`config.mk`:
```
export PLATFORM = sky130hd
export DESIGN_NAME = mac_accumulator
export DESIGN_NICKNAME = d
export VERILOG_FILES = /design/src/rtl/mac_accumulator.sv
export SDC_FILE = /design/constraint.sdc
export NUM_CORES = 1
export LEC_CHECK = 0
export ABC_AREA = 1
export BUFFER_PORTS_ARGS = -buffer_cell sky130_fd_sc_hd__clkbuf_2
export CAP_MARGIN = 5
export CORE_MARGIN = 5
export CORE_UTILIZATION = 45
export CTS_BUF_LIST = sky130_fd_sc_hd__clkbuf_16
export DETAILED_ROUTE_END_ITERATION = 8
export HOLD_SLACK_MARGIN = 0.05
export PLACE_DENSITY = 0.74
export SYNTH_ARGS = -nofsm -noshare
export SYNTH_HDL_FRONTEND = slang
export SYNTH_SLANG_ARGS = --single-unit
```
`constraint.sdc`:
```
create_clock -name clk -period 3.5 [get_ports clk]
set_input_delay 0.7 -clock clk [delete_from_list [all_inputs] [get_ports clk]]
set_output_delay 0.7 -clock clk [all_outputs]
set_load 0.05 [all_outputs]
```
`src/rtl/mac_accumulator.sv`:
```
// rtl/mac_accumulator.sv - accumulate stage of the shift-add MAC (operand handshake, multiplier control, sum output)
// Optional: define MAC_ACC_SAT_EN to clamp the accumulator at all-ones instead of wrapping.
module mac_accumulator #(
   parameter int OP_W  = 8,
   parameter int ACC_W = 20,
   parameter int CNT_W = 8
) (
   input  logic              clk,
   input  logic              reset,
   input  logic              in_valid,
   output logic              in_ready,
   input  logic [OP_W-1:0]   in_a,
   input  logic [OP_W-1:0]   in_b,
   input  logic              in_last,
   output logic [OP_W-1:0]   mul_a,
   output logic [OP_W-1:0]   mul_b,
   output logic              begin_mul,
   input  logic              mul_done,
   input  logic [2*OP_W-1:0] product,
   output logic              out_valid,
   input  logic              out_ready,
   output logic [ACC_W-1:0]  acc_out,
   output logic [CNT_W-1:0]  term_cnt,
   output logic              overflow
);

   typedef enum logic [2:0] {S_IDLE, S_START, S_RUN, S_ACC, S_DONE} state_t;

   state_t             state_q, state_d;
   logic               in_ready_q, in_ready_d;
   logic               begin_mul_q, begin_mul_d;
   logic               out_valid_q, out_valid_d;
   logic               overflow_q, overflow_d;
   logic               last_q, last_d;
   logic [OP_W-1:0]    mul_a_q, mul_a_d;
   logic [OP_W-1:0]    mul_b_q, mul_b_d;
   logic [ACC_W-1:0]   acc_q, acc_d;
   logic [CNT_W-1:0]   cnt_q, cnt_d;
   logic [ACC_W:0]     sum;

   // One spare bit on top of the accumulator captures the carry out.
   assign sum = {1'b0, acc_q} + (ACC_W+1)'(product);

   always_comb begin
      state_d     = state_q;
      in_ready_d  = in_ready_q;
      begin_mul_d = begin_mul_q;
      out_valid_d = out_valid_q;
      overflow_d  = overflow_q;
      last_d      = last_q;
      mul_a_d     = mul_a_q;
      mul_b_d     = mul_b_q;
      acc_d       = acc_q;
      cnt_d       = cnt_q;
      case (state_q)
         S_IDLE: begin
            if (in_valid) begin
               mul_a_d     = in_a;
               mul_b_d     = in_b;
               last_d      = in_last;
               in_ready_d  = 1'b0;
               begin_mul_d = 1'b1;
               state_d     = S_START;
            end
         end
         S_START: begin
            // Hold the request until the controller has visibly left idle.
            if (!mul_done) begin
               begin_mul_d = 1'b0;
               state_d     = S_RUN;
            end
         end
         S_RUN: begin
            if (mul_done) state_d = S_ACC;
         end
         S_ACC: begin
`ifdef MAC_ACC_SAT_EN
            acc_d = sum[ACC_W] ? {ACC_W{1'b1}} : sum[ACC_W-1:0];
`else
            acc_d = sum[ACC_W-1:0];
`endif
            if (sum[ACC_W]) overflow_d = 1'b1;
            if (cnt_q != {CNT_W{1'b1}}) cnt_d = cnt_q + CNT_W'(1);
            if (last_q) begin
               out_valid_d = 1'b1;
               state_d     = S_DONE;
            end else begin
               in_ready_d = 1'b1;
               state_d    = S_IDLE;
            end
         end
         S_DONE: begin
            if (out_ready) begin
               acc_d       = '0;
               cnt_d       = '0;
               overflow_d  = 1'b0;
               out_valid_d = 1'b0;
               in_ready_d  = 1'b1;
               state_d     = S_IDLE;
            end
         end
         default: begin
            in_ready_d  = 1'b1;
            begin_mul_d = 1'b0;
            out_valid_d = 1'b0;
            state_d     = S_IDLE;
         end
      endcase
   end

   always_ff @(posedge clk) begin
      if (reset) begin
         state_q     <= S_IDLE;
         in_ready_q  <= 1'b1;
         begin_mul_q <= 1'b0;
         out_valid_q <= 1'b0;
         overflow_q  <= 1'b0;
         last_q      <= 1'b0;
         mul_a_q     <= '0;
         mul_b_q     <= '0;
         acc_q       <= '0;
         cnt_q       <= '0;
      end else begin
         state_q     <= state_d;
         in_ready_q  <= in_ready_d;
         begin_mul_q <= begin_mul_d;
         out_valid_q <= out_valid_d;
         overflow_q  <= overflow_d;
         last_q      <= last_d;
         mul_a_q     <= mul_a_d;
         mul_b_q     <= mul_b_d;
         acc_q       <= acc_d;
         cnt_q       <= cnt_d;
      end
   end

   assign in_ready  = in_ready_q;
   assign begin_mul = begin_mul_q;
   assign out_valid = out_valid_q;
   assign overflow  = overflow_q;
   assign mul_a     = mul_a_q;
   assign mul_b     = mul_b_q;
   assign acc_out   = acc_q;
   assign term_cnt  = cnt_q;

endmodule

```
### Yosys cells after proc, flatten, opt, wreduce, memory -nomap -nowiden

Cells that the tools add are included.
Widths: inputs -> output; s select.

* add/subtract/negate cells: 2
* equality and inequality tests: 13
* mux-type cells: 23
* bitwise logic cells: 3
* reduce and logical (&&, ||, !) cells: 13

Operator list (number)
* $pmux 20 s2: 1
* $add 20x16->21: 1
* $mux 20: 1
* $mux 8: 2
* $ne 2x2->1 const B: 8
* $pmux 8 s2: 1
* $mux 3: 5
* $pmux 3 s5: 1
* $reduce_and 3->1: 4
* $add 8x1->8 const B: 1
* $mux 1: 8
* $ne 8x8->1 const B: 1
* $reduce_and 4->1: 2
* $eq 3x2->1 const B: 2
* $pmux 1 s3: 2
* $reduce_or 3->1: 2
* $pmux 1 s4: 1
* $reduce_and 2->1: 2
* $eq 3x1->1 const B: 1
* $eq 3x3->1 const B: 1
* $logic_not 3->1: 1
* $not 1->1: 3
* $pmux 1 s2: 1
* $reduce_bool 2->1: 1
* $reduce_or 2->1: 1

* register bits: 52
* bits of input ports: 38
* output and inout bits: 48
* word-level logic and storage cells: 64

### Longest topological paths before layout

Gate-level depths: netlist of the first run.

* word-level depth: 4
* mapped depth: 14
* depth with buffers taken out: 14

### Worst setup path after synthesis of the first run

Ideal clock, no wire load.

* kind: register -> register
* start point: reg acc_q[0] (netlist: acc_out[0])
* end point: reg acc_q[16] (netlist: acc_out[16])
* setup time: 0.065 ns
* arrival time: 2.096 ns
* required time: 3.435 ns
* slack: 1.338 ns
* stages on the path, launching flop included: 14
* buffers on the path: 0
* clock period less this slack: 2.162 ns
* cell sequence: dfxtp_1 ha_1 inv_1 fa_1 inv_1 nand3_1 nand2_1 nand2_1 nand2_1 nand2_1 nand2_1 nand2_1 xor2_1 nor2_1

* longest elaborated chain between the ends: 2

RTL lines
* from (decl): line 37 `logic [ACC_W-1:0] acc_q, acc_d;`
* from (signal assigned): line 121 `acc_q <= '0;`
* from (signal assigned): line 132 `acc_q <= acc_d;`
* $add 20x16->21: line 42 `assign sum = {1'b0, acc_q} + (ACC_W+1)'(product);`
* $pmux 20 s2: line 55 `case (state_q)`

No other way between the ends.
A chain may end at the register's enable or synchronous reset.

### Final worst setup path of the first run

* start point: in product[0]
* end point: reg acc_q[16] (netlist: acc_out[16])

* longest elaborated chain between the ends: 2

RTL lines
* from (decl): line 19 `input logic [2*OP_W-1:0] product,`
* $add 20x16->21: line 42
* $pmux 20 s2: line 55

No other way between the ends.

==> run_results.csv, run 1 <==
group,metric,value,unit
status,status,"complete, no violations",
die,fp-row-count,31,
critical_path,worstPathMaxFanout,5,
clock_tree,clk_latency,0.29,ns
flow_run,drv_cap,0,
sta,tightest_slew,1.14,ns
finish,final_net_count,660,
clock_tree,cts_made_buffers,5,
global_routing,grt_pass1_wl,14800,um
route,drt-wirelength-per-cell,12.5,um
critical_path,arrival,2.29,ns
global_routing,track_usage,20.0,%
die,die_w,95.5,um
sta,slew_viol_final,0,
sta,fmax,474,MHz
critical_path,crit_required,3.68,ns
clock_tree,clockBufferDepth,2,
yosys,synth_top_area_share,31.6,%
power,seqPwrFrac,39.8,%
clock_tree,htreeDepth,2,
clock_tree,ctsResizeCount,0,
yosys,ys_seq_area_share,31.6,%
yosys,synthTopCellsByArea,"dfxtp_1 32%, nand2_1 19%, a21oi_1 9.7%",
sta,report.final.hold_viol_count,0,
sta,maxSlewHeadroom,23.1,%
yosys,synth_most_common_cell,"nand2_1",
yosys,synth_cells,521,
power,netSwitchingFraction,35.0,%
route,dr_total_vias,3538,
power,power_density,424,nW/um2
yosys,netlist_area,3290,um2
clock_tree,cts_tree,"yes",
route,postRouteAntennaNets,0,
sta,fin_skew,0.00725,ns
die,io_pins,86,
global_routing,grt_pass1_vias,3511,
global_routing,grt_max_degree,37,
finish,syn_to_final_growth,20.5,%
worst_hold_path,hold_class,"reg2reg",
die,dieArea,9120,um2
yosys,synth_top_cell_by_area,"dfxtp_1",
route,vias_per_cell,5.03,
route,drt_iter0_drc,169,
yosys,synth_common_cells,"164 x nand2_1, 74 x inv_1, 64 x a21oi_1, 52 x dfxtp_1, 41 x nand3_1",
global_routing,antenna_found_initial,0,
yosys,yosysWarnings,0,
critical_path,cp-end-kind,"register",
die,core_area,7180,um2
placed_design,gp_congestion,0.977,
yosys,synthArstFlopShare,0,%
global_routing,grt_overflow,0,
placed_design,place_hpwl,6840,um
sta,setup_viol,0,
power,p_int,1.09,mW
yosys,syn_avg_cell_area,6.32,um2
finish,drive_above_1_share,17.7,%
clock_tree,clockRootBuffer,"clkbuf_16",
yosys,synth_edf_count,0,
yosys,synth_nets,577,
power,p_total,1.68,mW
power,comb_power_share,26.3,%
route,drc,0,
finish,n_antenna_cell,0,
yosys,ys_ff_latch,52,
die,die_h,95.5,um
clock_tree,cts.clk_slew.worst_paths,0.07,ns
sta,grt_setup_unrepaired,"false",
power,clockPowerShare,33.9,%
route,first_pass_iters,5,
die,initial_utilization,45.9,%
sta,final.min_clock_period,2.11,ns
clock_tree,hold_buffers,0,
clock_tree,postCtsSetupBuffers,0,
yosys,synth_ff_type,"dfxtp_1",
critical_path,crit_type,"in2reg",
clock_tree,clock_sinks,52,
power,p_leak,2.04,nW
power,power_switching,0.589,mW
placed_design,port-buffer-count,85,
sta,fin_crit_sh,60.3,%
power,vdd_drop_max,280,uV
sta,fin_setup_tns,0,ns
critical_path,startpoint_type,"input port",
yosys,yosysUniqueCellTypes,31,
route,wl,8820,um
final timing paths:
path	from	end	slack (ns)	cells past startpoint
worst max-delay path	product[0]	acc_out[16]	1.39	14
worst min-delay path	mul_b[4]	mul_b[4]	0.44	2
worst max register to register	acc_out[0]	acc_out[16]	1.50	13
worst min register to register	mul_b[4]	mul_b[4]	0.44	2
critical path: stages:
cell	delay, ns
clkbuf_2	0.09
ha_1	0.20
inv_1	0.07
fa_1	0.35
inv_1	0.12
nand3_1	0.08
nand2_1	0.14
nand2_1	0.06
nand2_1	0.10
nand2_1	0.06
nand2_1	0.07
nand2_1	0.07
xor2_1	0.14
nor2_1	0.05
logic make-up (layout without fill, tap and decap cells):
family	after synthesis	in the layout	share of synthesized area, %
compound gates	86	86	13.1
flops	52	52	31.6
fa+ha+maj	18	18	7.07
buf+inv	91	175	11.3
simple gates	271	271	36.0
xor+xnor	3	3	0.799
placed cells by master (no fill, tap or decap), types with 2 or more instances in the layout:
cell and n:
ha_1 17, nand2_1 164, clkbuf_2 85, inv_6 4
xor2_1 2, nand3_4 2, clkbuf_16 5, a21oi_1 64
nand3_1 41, inv_2 2, nand3b_1 6, nand2_4 2
nor3_1 6, o21ai_0 21, inv_1 75, nor2_1 39
dfxtp_1 52, nand4_1 5
final cells by class:
type | count | area [um2]
Tap cell | 99 | 124
Multi-Input combinational cell | 378 | 1880
Inverter | 81 | 322
Sequential cell | 52 | 1040
Clock buffer | 5 | 125
Fill cell | 753 | 3210
Timing Repair Buffer | 86 | 433
Clock inverter | 3 | 42.5
per-layer routing:
layer	vias to the layer above	GRT usage, %	wire, um	part of all wire [%]
li1	1827	-	-	-
met1	1596	22.2	3670	42
met2	97	36.7	4340	49
met3	18	4.97	606	6.9
met4	0	6.99	191	2.2
met5	-	0	0	0
through the flow:
stage / instances / utilization, % / hold slack [ns] / setup WS [ns] / instance area [um2]
2_1_floorplan: 521 / - / 0.445 / 1.34 / 3290
3_3_place_gp: 696 / 52.9 / 0.430 / 1.16 / 3800
3_5_place_dp: 696 / 52.9 / 0.435 / 1.10 / 3800
4_1_cts: 704 / 55.2 / 0.446 / 1.41 / 3960
5_1_grt: 704 / 55.2 / 0.476 / 1.22 / 3960
6_report: 704 / 55.2 / 0.444 / 1.39 / 3960
power by group through the flow:
stage / clock network [mW] / logic (mW) / registers (mW)
final: 0.570 / 0.442 / 0.669
after global placement: 0 / 0.437 / 0.681
after detailed placement: 0 / 0.445 / 0.681
after global routing: 0.605 / 0.490 / 0.676
after floorplan: 0 / 0.213 / 0.805
after CTS: 0.584 / 0.446 / 0.669
sequential cells by signal, indices dropped and copies added, names as in the netlist:
signal,count
acc_out,20
mul_a,8
mul_b,8
term_cnt,8
state_q,3
begin_mul,1
in_ready,1
last_q,1
out_valid,1
overflow,1
No activity file was read; power rests on OpenSTA's default activity.
==> run 2, diff against run 1 <==
Settings changed: ABC_AREA 1 to 0, PLACE_DENSITY 0.74 to 0.78.
Clock period 3.5 ns to 1.8 ns, I/O delays scaled along.
==> run_results.csv, run 2 <==
group,metric,value,unit
yosys,netlist_area,2890,um2
critical_path,crit_required,1.99,ns
finish,largest_reg_flops,20,
yosys,synthTopCellsByArea,"dfxtp_1 36%, nand2_1 9.4%, a21oi_1 7.6%",
critical_path,worstPathMaxFanout,4,
route,drc,0,
sta,whs,0.282,ns
finish,n_antenna_cell,0,
placed_design,port-buffer-count,85,
yosys,synth_edf_count,0,
sta,fin_skew,0.00464,ns
route,drt_iter0_drc,155,
die,die_h,90.1,um
yosys,synth_mux_area_share,3.12,%
die,die_w,90.1,um
sta,final.min_clock_period,2.09,ns
yosys,yosysUniqueCellTypes,47,
yosys,synth_nets,419,
placed_design,place_worst_setup_slack,-0.469,ns
critical_path,timing.reg2reg.setup_slack,-0.29,ns
yosys,yosysWarnings,0,
yosys,ys_ff_latch,52,
critical_path,reg2reg_to,"acc_out[13]",
yosys,synth-simple-area-share,25.3,%
sta,grt_setup_unrepaired,"true",
global_routing,antenna_found_initial,0,
finish,syn_to_final_growth,45.7,%
critical_path,cp_top_family,"compound AO/OA/AOI/OAI gates",
power,p_leak,1.96,nW
worst_hold_path,min_from,"in_b[5]",
power,power_density,671,nW/um2
critical_path,r2r_cells,9,
yosys,synth_top_family_by_area,"simple AND/OR/NAND/NOR gates",
route,vias_per_cell,5.27,
placed_design,place_hpwl,6180,um
yosys,synth_compound_area_share,19.9,%
yosys,ys_seq_area_share,36.0,%
power,vdd_drop_max,514,uV
sta,report.final.hold_viol_count,0,
clock_tree,clockRootBuffer,"clkbuf_16",
finish,final_net_count,564,
finish,final_core_util,66.7,%
critical_path,path_cells,"ha_4, buf_6, nand3_4, nor2_4, o211ai_1, buf_4, a211o_4, nor3b_2, o31ai_1",
sta,tightest_slew,0.614,ns
yosys,synth_top_area_share,36.0,%
status,status,"finished with violations",
yosys,synth_ff_type,"dfxtp_1",
clock_tree,hold_buffers,0,
global_routing,grt_pass1_wl,13600,um
die,initial_utilization,45.8,%
sta,fin_crit_sh,116,%
global_routing,grt_pass1_vias,3065,
finish,drive_above_1_share,40.3,%
worst_hold_path,hold_depth,3,
finish,design_area,4210,um2
yosys,synthArstFlopShare,0,%
flow_run,drv_cap,0,
yosys,synth_cells,363,
clock_tree,cts.clk_slew.worst_paths,0.07,ns
critical_path,critPathSlowestCell,"a211o_4",
route,postRouteAntennaNets,0,
global_routing,track_usage,19.3,%
yosys,synth_fa_ha_area_share,8.05,%
critical_path,arrival,2.28,ns
finish,final_common_cell,"clkbuf_2",
clock_tree,cts_tree,"yes",
critical_path,reg2reg_from,"acc_out[2]",
clock_tree,clock_sinks,52,
finish,final_cells,586,
clock_tree,clk_latency,0.29,ns
route,wl,8430,um
route,drt-wirelength-per-cell,14.4,um
yosys,synth_common_cells,"72 x nand2_1, 52 x dfxtp_1, 44 x a21oi_1, 34 x nor2_1, 17 x ha_1",
yosys,synth_xor_area_share,4.24,%
critical_path,worstSetupPathDepth,9,
global_routing,grt_max_degree,32,
sta,maxSlewHeadroom,58.9,%
yosys,syn_avg_cell_area,7.96,um2
critical_path,cp-end-kind,"register",
worst_hold_path,hold_class,"in2reg",
global_routing,grt_overflow,0,
critical_path,critPathMaxStageDelay,0.37,ns
placed_design,placed_cell_area,3840,um2
clock_tree,cts_made_buffers,5,
die,core_area,6310,um2
critical_path,startpoint_type,"register",
route,first_pass_iters,4,
placed_design,gp_congestion,0.863,
finish,final_cell_mix,"85 x clkbuf_2, 72 x nand2_1, 64 x buf_4",
sta,slew_viol_final,0,
sta,fmax,478,MHz
route,dr_total_vias,3089,
die,dieArea,8130,um2
clock_tree,clockBufferDepth,2,
worst_hold_path,whs_endpoint,"mul_b[5]",
sta,setup_viol,13,
sta,finalWorstSetupSlack,-0.292,ns
placed_design,placedCellCount,566,
critical_path,crit_type,"reg2reg",
yosys,synth_most_common_cell,"nand2_1",
critical_path,cp_num_buf_inv,2,
status,violations,"negative setup slack",
die,io_pins,86,
clock_tree,htreeDepth,2,
yosys,synth_top_cell_by_area,"dfxtp_1",
die,fp-row-count,29,
-- run 2: logic make-up (layout without fill, tap and decap cells) --
group | Yosys count | count (layout)
multiplexers | 9 | 9
flip-flops | 52 | 52
AO/OA/AOI/OAI | 90 | 90
AND/OR/NAND/NOR | 157 | 157
XOR/XNOR | 14 | 14
adder cells (fa/ha/maj) | 18 | 18
buffers and inverters | 23 | 169
-- run 2: tightest hold or removal path: stages --
cell and delay (ns):
clkbuf_2 0.08, nand2_1 0.04, a21oi_1 0.05
-- run 2: worst max-delay path by stage --
stage               start     endpoint  slack (ns)
2_1_floorplan  acc_out[0]  acc_out[16]       -0.33
3_3_place_gp   product[0]  acc_out[16]       -0.42
3_5_place_dp   product[0]  acc_out[16]       -0.47
4_1_cts        acc_out[0]  acc_out[12]       -0.30
5_1_grt        acc_out[2]  acc_out[13]       -0.39
6_report       acc_out[2]  acc_out[13]       -0.29
-- run 2: per-layer routing --
metal  share of wire [%]  vias up  track usage [%]
met5                   0        -                0
met2                  49      101             33.6
met1                  41     1416             22.5
met4                 1.9        0             5.96
li1                    -     1552                -
met3                 7.6       20             6.09
-- run 2: power breakdown --
part	internal (mW)	total, mW	switching, mW
combinational	0.193	0.523	0.330
clock	0.661	1.09	0.429
sequential	1.18	1.21	0.0259
total	2.04	2.82	0.785
-- run 2: stage by stage --
step	power (mW)	setup TNS [ns]
after global routing	2.94	-3.90
after floorplan	1.56	-1.90
after CTS	2.83	-2.34
after detailed placement	1.74	-4.41
after global placement	1.72	-3.77
final	2.82	-2.53
-- run 2: layout make-up --
type                            count  area, um2
Clock buffer                        5        125
Clock inverter                      3       46.3
Fill cell                         539       2100
Inverter                            9       33.8
Multi-Input combinational cell    288       1900
Sequential cell                    52       1070
Tap cell                           77       96.3
Timing Repair Buffer              152        940
-- run 2: timing repair --
action,4_1_cts,5_1_grt
resized for setup,6,19
endpoints found under the setup margin,13,15
pin swaps,1,15
setup buffers,2,10
==> run 3, diff against run 2 <==
Settings changed: CORE_UTILIZATION 45 to 40, PLACE_DENSITY 0.78 to 0.71.
==> run_results.csv, run 3 (synthesized netlist as in run 2, its figures left out) <==
group,metric,value,unit
route,vias_per_cell,4.94,
clock_tree,cts.clk_slew.worst_paths,0.07,ns
power,power_density,655,nW/um2
worst_hold_path,hold_class,"in2reg",
finish,drive_above_1_share,40.0,%
clock_tree,cts_made_buffers,5,
die,initial_utilization,40.5,%
critical_path,critPathSlowestCell,"dfxtp_4",
critical_path,cp_top_family,"compound AO/OA/AOI/OAI gates",
power,p_leak,1.93,nW
finish,final_common_cell,"clkbuf_2",
sta,setup_viol,13,
route,drc,0,
critical_path,startpoint_type,"register",
critical_path,cp-end-kind,"register",
finish,final_net_count,560,
critical_path,cp_num_buf_inv,2,
sta,grt_setup_unrepaired,"true",
route,drt_iter0_drc,116,
sta,finalWorstSetupSlack,-0.288,ns
global_routing,grt_max_degree,32,
flow_run,drv_cap,0,
finish,final_cell_mix,"85 x clkbuf_2, 72 x nand2_1, 62 x buf_4",
route,wl,7800,um
global_routing,antenna_found_initial,0,
sta,fin_setup_tns,-2.40,ns
die,core_area,7140,um2
finish,n_antenna_cell,0,
critical_path,path_cells,"ha_4, inv_2, fa_2, nor2b_2, o211ai_1, a211oi_2, buf_4, nor2_4, o31ai_4, mux2i_1",
sta,fin_crit_sh,116,%
sta,fin_skew,0.00811,ns
critical_path,arrival,2.30,ns
global_routing,grt_pass1_vias,2885,
clock_tree,hold_buffers,0,
power,vdd_drop_max,418,uV
global_routing,grt_pass1_wl,12900,um
route,drt-wirelength-per-cell,12.9,um
status,status,"finished with violations",
clock_tree,clk_latency,0.29,ns
sta,maxSlewHeadroom,59.4,%
placed_design,place_hpwl,5990,um
sta,tightest_slew,0.608,ns
global_routing,grt_overflow,0,
route,dr_total_vias,2982,
critical_path,crit_type,"reg2reg",
die,fp-row-count,31,
route,postRouteAntennaNets,0,
finish,syn_to_final_growth,45.3,%
clock_tree,cts_tree,"yes",
sta,slew_viol_final,0,
placed_design,port-buffer-count,85,
clock_tree,clockRootBuffer,"clkbuf_16",
critical_path,critPathMaxStageDelay,0.36,ns
sta,final.min_clock_period,2.09,ns
status,violations,"negative setup slack",
die,io_pins,86,
placed_design,place_worst_setup_slack,-0.482,ns
die,die_h,95.0,um
sta,report.final.hold_viol_count,0,
global_routing,track_usage,17.6,%
critical_path,crit_required,2.02,ns
clock_tree,htreeDepth,2,
clock_tree,clock_sinks,52,
critical_path,worstPathMaxFanout,4,
die,dieArea,9030,um2
power,p_total,2.75,mW
critical_path,timing.reg2reg.setup_slack,-0.29,ns
sta,fmax,479,MHz
route,first_pass_iters,4,
finish,largest_reg_flops,20,
die,die_w,95.0,um
placed_design,gp_congestion,0.874,
clock_tree,clockBufferDepth,2,
==> run 3: changes by cell type in the layout (fill, tap and decap cells not counted), sizes merged <==
cell | before | now
bufinv | 1 | 0
clkbuf | 90 | 91
inv | 10 | 9
buf | 67 | 63
clkinv | 0 | 1
==> run 3: per-layer routing <==
metal	global-route usage, %	share of wire, %	wire length, um
met1	21.1	45	3540
met2	30.9	49	3780
met3	4.70	5.6	433
met4	4.81	0.56	44
met5	0	0	0
==> run 3: layout make-up <==
| class | instances | area (um2) |
|---|---|---|
| clock buffers | 6 | 150 |
| inverters | 9 | 33.8 |
| well taps | 99 | 124 |
| multi-input cells | 288 | 1910 |
| repair buffers | 148 | 902 |
| flip-flops and latches | 52 | 1070 |
| fillers | 681 | 2940 |
| clock inverters | 2 | 12.5 |
==> run 3: final timing paths <==
| kind | depth (start not counted) | startpoint | to |
|---|---|---|---|
| worst max-delay path | 10 | acc_out[0] | acc_out[16] |
| worst min-delay path | 3 | in_a[4] | mul_a[4] |
| worst max register to register | 10 | acc_out[0] | acc_out[16] |
| worst min register to register | 2 | mul_b[6] | mul_b[6] |
==> run 3: worst register-to-register path, stage by stage, from the launching register on <==
cell and delay [ns]:
dfxtp_4 0.36, ha_4 0.12, inv_2 0.03, fa_2 0.34
nor2b_2 0.14, o211ai_1 0.13, a211oi_2 0.26, buf_4 0.18
nor2_4 0.05, o31ai_4 0.17, mux2i_1 0.22
==> run 3: metrics by stage <==
stage          instances  instance area [um2]  util (%)  hold slack [ns]
4_1_cts              600                 4110      57.5            0.281
5_1_grt              604                 4200      58.9            0.288
2_1_floorplan        363                 2970         -            0.450
6_report             604                 4200      58.9            0.285
3_5_place_dp         590                 3880      54.4            0.446
3_3_place_gp         590                 3880      54.4            0.442
==> run 3: where the power goes <==
part | internal (mW) | switching (mW) | total (mW)
combinational | 0.190 | 0.322 | 0.512
sequential | 1.19 | 0.0256 | 1.21
clock | 0.598 | 0.431 | 1.03
total | 1.97 | 0.779 | 2.75
==> run 3: what timing repair did <==
action | in CTS | in global routing
pin swaps | 10 | 13
setup endpoints to repair | 13 | 14
buffers inserted | 4 | 4
resized for setup | 9 | 11
